--- src/rtl/pulse_decode_if.sv ---
// Window-pulse decoder bus: level input, start/stop strobes and a
// valid/ready width result. master = decoder side, slave = consumer side.
interface pulse_decode_if #(parameter int CNT_W = 16);
  logic             din;
  logic             en1_o;
  logic             en2_o;
  logic             busy;
  logic [CNT_W-1:0] width;
  logic             width_vld;
  logic             width_rdy;
  logic             ovf;

  modport master (
    input  din, width_rdy,
    output en1_o, en2_o, busy, width, width_vld, ovf
  );

  modport slave (
    output din, width_rdy,
    input  en1_o, en2_o, busy, width, width_vld, ovf
  );
endinterface

--- src/rtl/pulse_decode.sv ---
// Decodes a level-coded window on din into start/stop strobes and a measured
// high-time. Optional macro SYNC2_EN adds a second input flop for async din.
module pulse_decode #(
  parameter int CNT_W = 16,
  parameter int MIN_W = 2
) (
  input  logic          clk,
  input  logic          rst_n,
  pulse_decode_if.master bus
);

  typedef enum logic {IDLE, MEAS} state_t;

  localparam logic [CNT_W-1:0] CNT_MAX = '1;
  localparam logic [CNT_W-1:0] MIN_C   = CNT_W'(MIN_W);
  localparam logic [CNT_W-1:0] CNT_ONE = CNT_W'(1);

  state_t           state, state_nxt;
  logic             din_s, din_d;
  logic             rise, fall;
  logic [CNT_W-1:0] cnt;
  logic             en1_q, en2_q;
  logic [CNT_W-1:0] width_q;
  logic             vld_q, ovf_q;
  logic             new_res;

  // input stage
`ifdef SYNC2_EN
  logic din_m;
  always_ff @(posedge clk) begin
    if (!rst_n) begin
      din_m <= 1'b0;
      din_s <= 1'b0;
    end else begin
      din_m <= bus.din;
      din_s <= din_m;
    end
  end
`else
  always_ff @(posedge clk) begin
    if (!rst_n) din_s <= 1'b0;
    else        din_s <= bus.din;
  end
`endif

  always_ff @(posedge clk) begin
    if (!rst_n) din_d <= 1'b0;
    else        din_d <= din_s;
  end

  assign rise = din_s & ~din_d;
  assign fall = ~din_s & din_d;

  // FSM
  always_ff @(posedge clk) begin
    if (!rst_n) state <= IDLE;
    else        state <= state_nxt;
  end

  always_comb begin
    state_nxt = state;
    case (state)
      IDLE: if (rise) state_nxt = MEAS;
      MEAS: if (fall) state_nxt = IDLE;
      default: state_nxt = IDLE;
    endcase
  end

  // width counter, saturating
  always_ff @(posedge clk) begin
    if (!rst_n)
      cnt <= '0;
    else if (rise)
      cnt <= CNT_ONE;
    else if (state == MEAS && din_s && cnt != CNT_MAX)
      cnt <= cnt + CNT_ONE;
  end

  always_ff @(posedge clk) begin
    if (!rst_n) begin
      en1_q <= 1'b0;
      en2_q <= 1'b0;
    end else begin
      en1_q <= rise;
      en2_q <= fall;
    end
  end

  // Pulses shorter than MIN_W only strobe en1/en2; they never touch the result.
  assign new_res = fall && (state == MEAS) && (cnt >= MIN_C);

  always_ff @(posedge clk) begin
    if (!rst_n) begin
      width_q <= '0;
      vld_q   <= 1'b0;
      ovf_q   <= 1'b0;
    end else if (new_res) begin
      if (!vld_q || bus.width_rdy) begin
        width_q <= cnt;
        vld_q   <= 1'b1;
      end else begin
        ovf_q   <= 1'b1;
      end
    end else if (vld_q && bus.width_rdy) begin
      vld_q <= 1'b0;
    end
  end

  assign bus.en1_o     = en1_q;
  assign bus.en2_o     = en2_q;
  assign bus.busy      = (state == MEAS);
  assign bus.width     = width_q;
  assign bus.width_vld = vld_q;
  assign bus.ovf       = ovf_q;

endmodule
--- src/flat_wrapper.sv ---
// flat-port wrapper written by rule: the top's interface ports become plain ports
module pulse_decode_flat 
#(
  parameter int CNT_W = 16,
  parameter int MIN_W = 2
)
  (clk, rst_n, bus_din, bus_width_rdy, bus_en1_o, bus_en2_o, bus_busy, bus_width, bus_width_vld, bus_ovf);
  pulse_decode_if #(.CNT_W(CNT_W)) bus_i ();
  input  logic clk;
  input  logic rst_n;
  input wire logic [$bits(bus_i.din)-1:0] bus_din;
  input wire logic [$bits(bus_i.width_rdy)-1:0] bus_width_rdy;
  output wire logic [$bits(bus_i.en1_o)-1:0] bus_en1_o;
  output wire logic [$bits(bus_i.en2_o)-1:0] bus_en2_o;
  output wire logic [$bits(bus_i.busy)-1:0] bus_busy;
  output wire logic [$bits(bus_i.width)-1:0] bus_width;
  output wire logic [$bits(bus_i.width_vld)-1:0] bus_width_vld;
  output wire logic [$bits(bus_i.ovf)-1:0] bus_ovf;
  assign bus_i.din = bus_din;
  assign bus_i.width_rdy = bus_width_rdy;
  assign bus_en1_o = bus_i.en1_o;
  assign bus_en2_o = bus_i.en2_o;
  assign bus_busy = bus_i.busy;
  assign bus_width = bus_i.width;
  assign bus_width_vld = bus_i.width_vld;
  assign bus_ovf = bus_i.ovf;
  pulse_decode #(.CNT_W(CNT_W), .MIN_W(MIN_W)) u_core (.clk(clk), .rst_n(rst_n), .bus(bus_i));
endmodule
--- config.mk ---
export PLATFORM = sky130hd
export DESIGN_NAME = pulse_decode_flat
export DESIGN_NICKNAME = d
export VERILOG_FILES = /design/src/rtl/pulse_decode_if.sv /design/src/rtl/pulse_decode.sv /design/src/flat_wrapper.sv
export SDC_FILE = /design/constraint.sdc
export NUM_CORES = 1
export LEC_CHECK = 0
export BUFFER_PORTS_ARGS = -buffer_cell sky130_fd_sc_hd__buf_2
export CORE_MARGIN = 2
export CORE_UTILIZATION = 34
export CTS_CLUSTER_SIZE = 12
export DETAILED_ROUTE_END_ITERATION = 7
export GPL_TIMING_DRIVEN = 0
export PLACE_DENSITY = 0.5
export SLEW_MARGIN = 20
export SYNTH_ARGS = -nofsm -noshare
export SYNTH_HDL_FRONTEND = slang
export SYNTH_SLANG_ARGS = --single-unit
--- constraint.sdc ---
create_clock -name clk -period 1.7 [get_ports clk]
set_input_delay 0.34 -clock clk [delete_from_list [all_inputs] [get_ports clk]]
set_output_delay 0.34 -clock clk [all_outputs]
set_load 0.02 [all_outputs]
==> flow_metrics.py <==
metrics = {
    "outcome": {
        "run_status": "finished, final reports clean",
    },
    "global_routing": {
        "grt_overflow": 0,
        "grt_max_degree": 13,
        "grt_pass1_wl_um": 7493,
        "grtUsageTotal": 0.1599,
        "antenna_found_initial": 0,
        "grt_pass1_vias": 1548,
    },
    "worst_hold_path": {
        "hp-start": "bus_din",
        "hold_path.class": "primary input to flip-flop",
        "whs_path_depth": 2,
        "whs_endpoint": "u_core.din_s",
    },
    "synthesis": {
        "ys_seq_area_frac": 0.4370,
        "syn_nets": 213,
        "syn_area_mm2": 0.001787,
        "synth_top_cell_by_area": "dfxtp_1",
        "yosysUniqueCellTypes": 33,
        "ys.flop_type": "dfxtp_1",
        "synth-edff-count": 0,
        "ys_warn_count": 0,
        "synth_top_cell_area_share": 0.4370,
        "synth_area_leaders": "dfxtp_1 (44%), mux2i_1 (10%), nand2_1 (9.5%), a21oi_1 (2.5%), or4_1 (2.5%)",
        "netlist_instances": 207,
        "yosys_register_bits": 39,
        "async_flop_share": 0,
        "synth_area_per_cell_um2": 8.631,
    },
    "die": {
        "core_mm2": 0.005075,
        "num_rows": 26,
        "fp.dieArea_mm2": 0.005851,
        "die_x_um": 76.49,
        "io-pin-count": 25,
        "start_util": 0.3521,
        "die_h_um": 76.49,
    },
    "place": {
        "place.gp.congestion": 0.7456,
        "pre_cts_ws_ns": -0.3030,
        "hpwl_um": 3017,
        "io_buffers": 24,
    },
    "power_and_ir_drop": {
        "totalPowerFinal_mw": 1.807,
        "peakVddDrop_v": 0.0003900,
        "leakage_nw": 0.8642,
        "pwr_density_cell_mw_per_mm2": 784.3,
    },
    "critical_path": {
        "crit_fanout": 9,
        "r2r-end": "u_core.cnt[15]",
        "rr_startpoint": "u_core.cnt[3]",
        "crit_start": "u_core.cnt[3]",
        "r2r_setup_slack_ns": 0.02,
        "cp-end-kind": "flip-flop",
        "startpoint_type": "flip-flop",
        "worst-endpoint-required_ns": 1.94,
        "crit_arrival_ns": 1.92,
        "worst-r2r-cell-count": 5,
        "worstSetupPathType": "flip-flop to flip-flop",
    },
    "clocking": {
        "cts-htree-levels": 2,
        "cts_tree": "yes",
        "cts_hold_buf": 0,
        "clkLatencyLatePin_ns": 0.30,
        "root_buffer": "clkbuf_8",
        "cts.sinks": 39,
        "clockBufferDepth": 2,
        "clkTransAtPathRegs_ns": 0.08,
        "numCtsBuffers": 5,
    },
    "cells_and_area": {
        "area_growth_pct": 28.92,
        "layout_commonest_cell": "nand2_1",
        "final_layout_size_suffix_gt1_frac": 0.3120,
        "final_cell_mix": "nand2_1 (45), buf_2 (27), dfxtp_1 (26)",
        "num_antenna_cells": 0,
        "nets": 255,
    },
    "sta": {
        "finalHoldViolCount": 0,
        "period_share": 0.9909,
        "setup_viol": 0,
        "finalCriticalPeriod_ns": 1.685,
        "rsz0062_at_grt": "true",
        "finalMaxSlewViolations": 0,
        "worst_slew_pin_slew_ns": 0.5740,
        "fin_worst_skew_ns": 0.007038,
        "max_freq_ghz": 0.5936,
        "relSlewSlack": 0.6159,
        "timing.final.ws_setup_ns": 0.01545,
    },
    "route": {
        "avgViaCountPerCell": 5.053,
        "wl_um": 4350,
        "drtPass1Iterations": 4,
        "drt_iter0_markers": 60,
        "vias": 1617,
        "drc": 0,
        "wl_per_cell_um": 13.59,
        "ant_nets": 0,
    },
    "job": {
        "max-cap-violations": 0,
    },
}
==> critical path, stage by stage (launching register included) <==
cell and delay (ns):
dfxtp_2 0.33, buf_6 0.13, nand4_4 0.15, or4_4 0.55, or4_1 0.40, nand2_1 0.07
==> cell usage after synthesis (all sizes together) (2+ instances only) <==
master / instances
clkbuf: 6
o211ai: 4
nand3: 8
nor2b: 3
dfxtp: 39
a21oi: 9
buf: 7
nand4: 7
nor3: 5
and4: 3
nand2b: 2
and3: 2
o31ai: 4
nand2: 45
o311a: 2
and2: 3
or4: 7
mux2i: 18
ha: 2
inv: 4
nor2: 4
or3: 6
o21ai: 6
nor4: 7
==> timing repair <==
| action | CTS | global route |
|---|---|---|
| resized for setup | 21 | 15 |
| setup endpoints to repair | 29 | 19 |
| setup buffers | 2 | 11 |
| pin swaps | 2 | 3 |
| endpoints found under the hold margin | 0 | 0 |
| cloned | 0 | 0 |
==> metal layers <==
layer	wire length, um	GRT usage	vias to the layer above	part of all wire
met1	2123	0.2085	741	0.49
li1	-	-	832	-
met2	1988	0.2575	36	0.46
met4	67	0.06000	0	0.015
met3	171	0.03673	8	0.039
met5	0	0	-	0
==> cell families (layout without fill, tap and decap cells) <==
logic type      after synthesis  in the layout  synth area share
simple gates                103            103            0.3081
flops                        39             39            0.4370
compound gates               28             28           0.09945
mux                          18             18            0.1008
buf+inv                      17             60           0.04061
fa+ha+maj                     2              2           0.01400
==> report_power, final <==
group	internal, mW	total [mW]	switching, mW
Clock	0.475	0.807	0.332
Combinational	0.0248	0.0757	0.0509
Sequential	0.917	0.924	0.00718
==> per-stage QoR <==
step           cell area [um^2]    util  hold slack, ns  setup TNS, ns  instances
2_1_floorplan              1787       -          0.4372              0        207
3_3_place_gp               1994  0.3930          0.4419         -4.915        301
3_5_place_dp               1994  0.3930          0.4442         -4.280        301
4_1_cts                    2172  0.4280          0.2426       -0.02518        309
5_1_grt                    2303  0.4539          0.2551       -0.07831        320
6_report                   2303  0.4539          0.2485              0        320
==> final cells by class <==
cell class / instances / area, um^2
Fill cell: 526 / 2771
Inverter: 4 / 15.01
Multi-Input combinational cell: 151 / 993.5
Clock inverter: 2 / 35.03
Clock buffer: 6 / 82.58
Buffer: 11 / 67.56
Tap cell: 70 / 87.58
Timing Repair Buffer: 37 / 217.7
Sequential cell: 39 / 804.5
==> how the worst max path moves through the flow <==
stage / endpoint / cells after the start
after floorplan: u_core.cnt[5] / 5
after global placement: u_core.bus.width[15] / 8
after detailed placement: u_core.bus.width[10] / 8
after CTS: u_core.cnt[15] / 6
after global routing: u_core.cnt[15] / 6
final: u_core.cnt[15] / 5
Power figures use the tool's default switching activity.
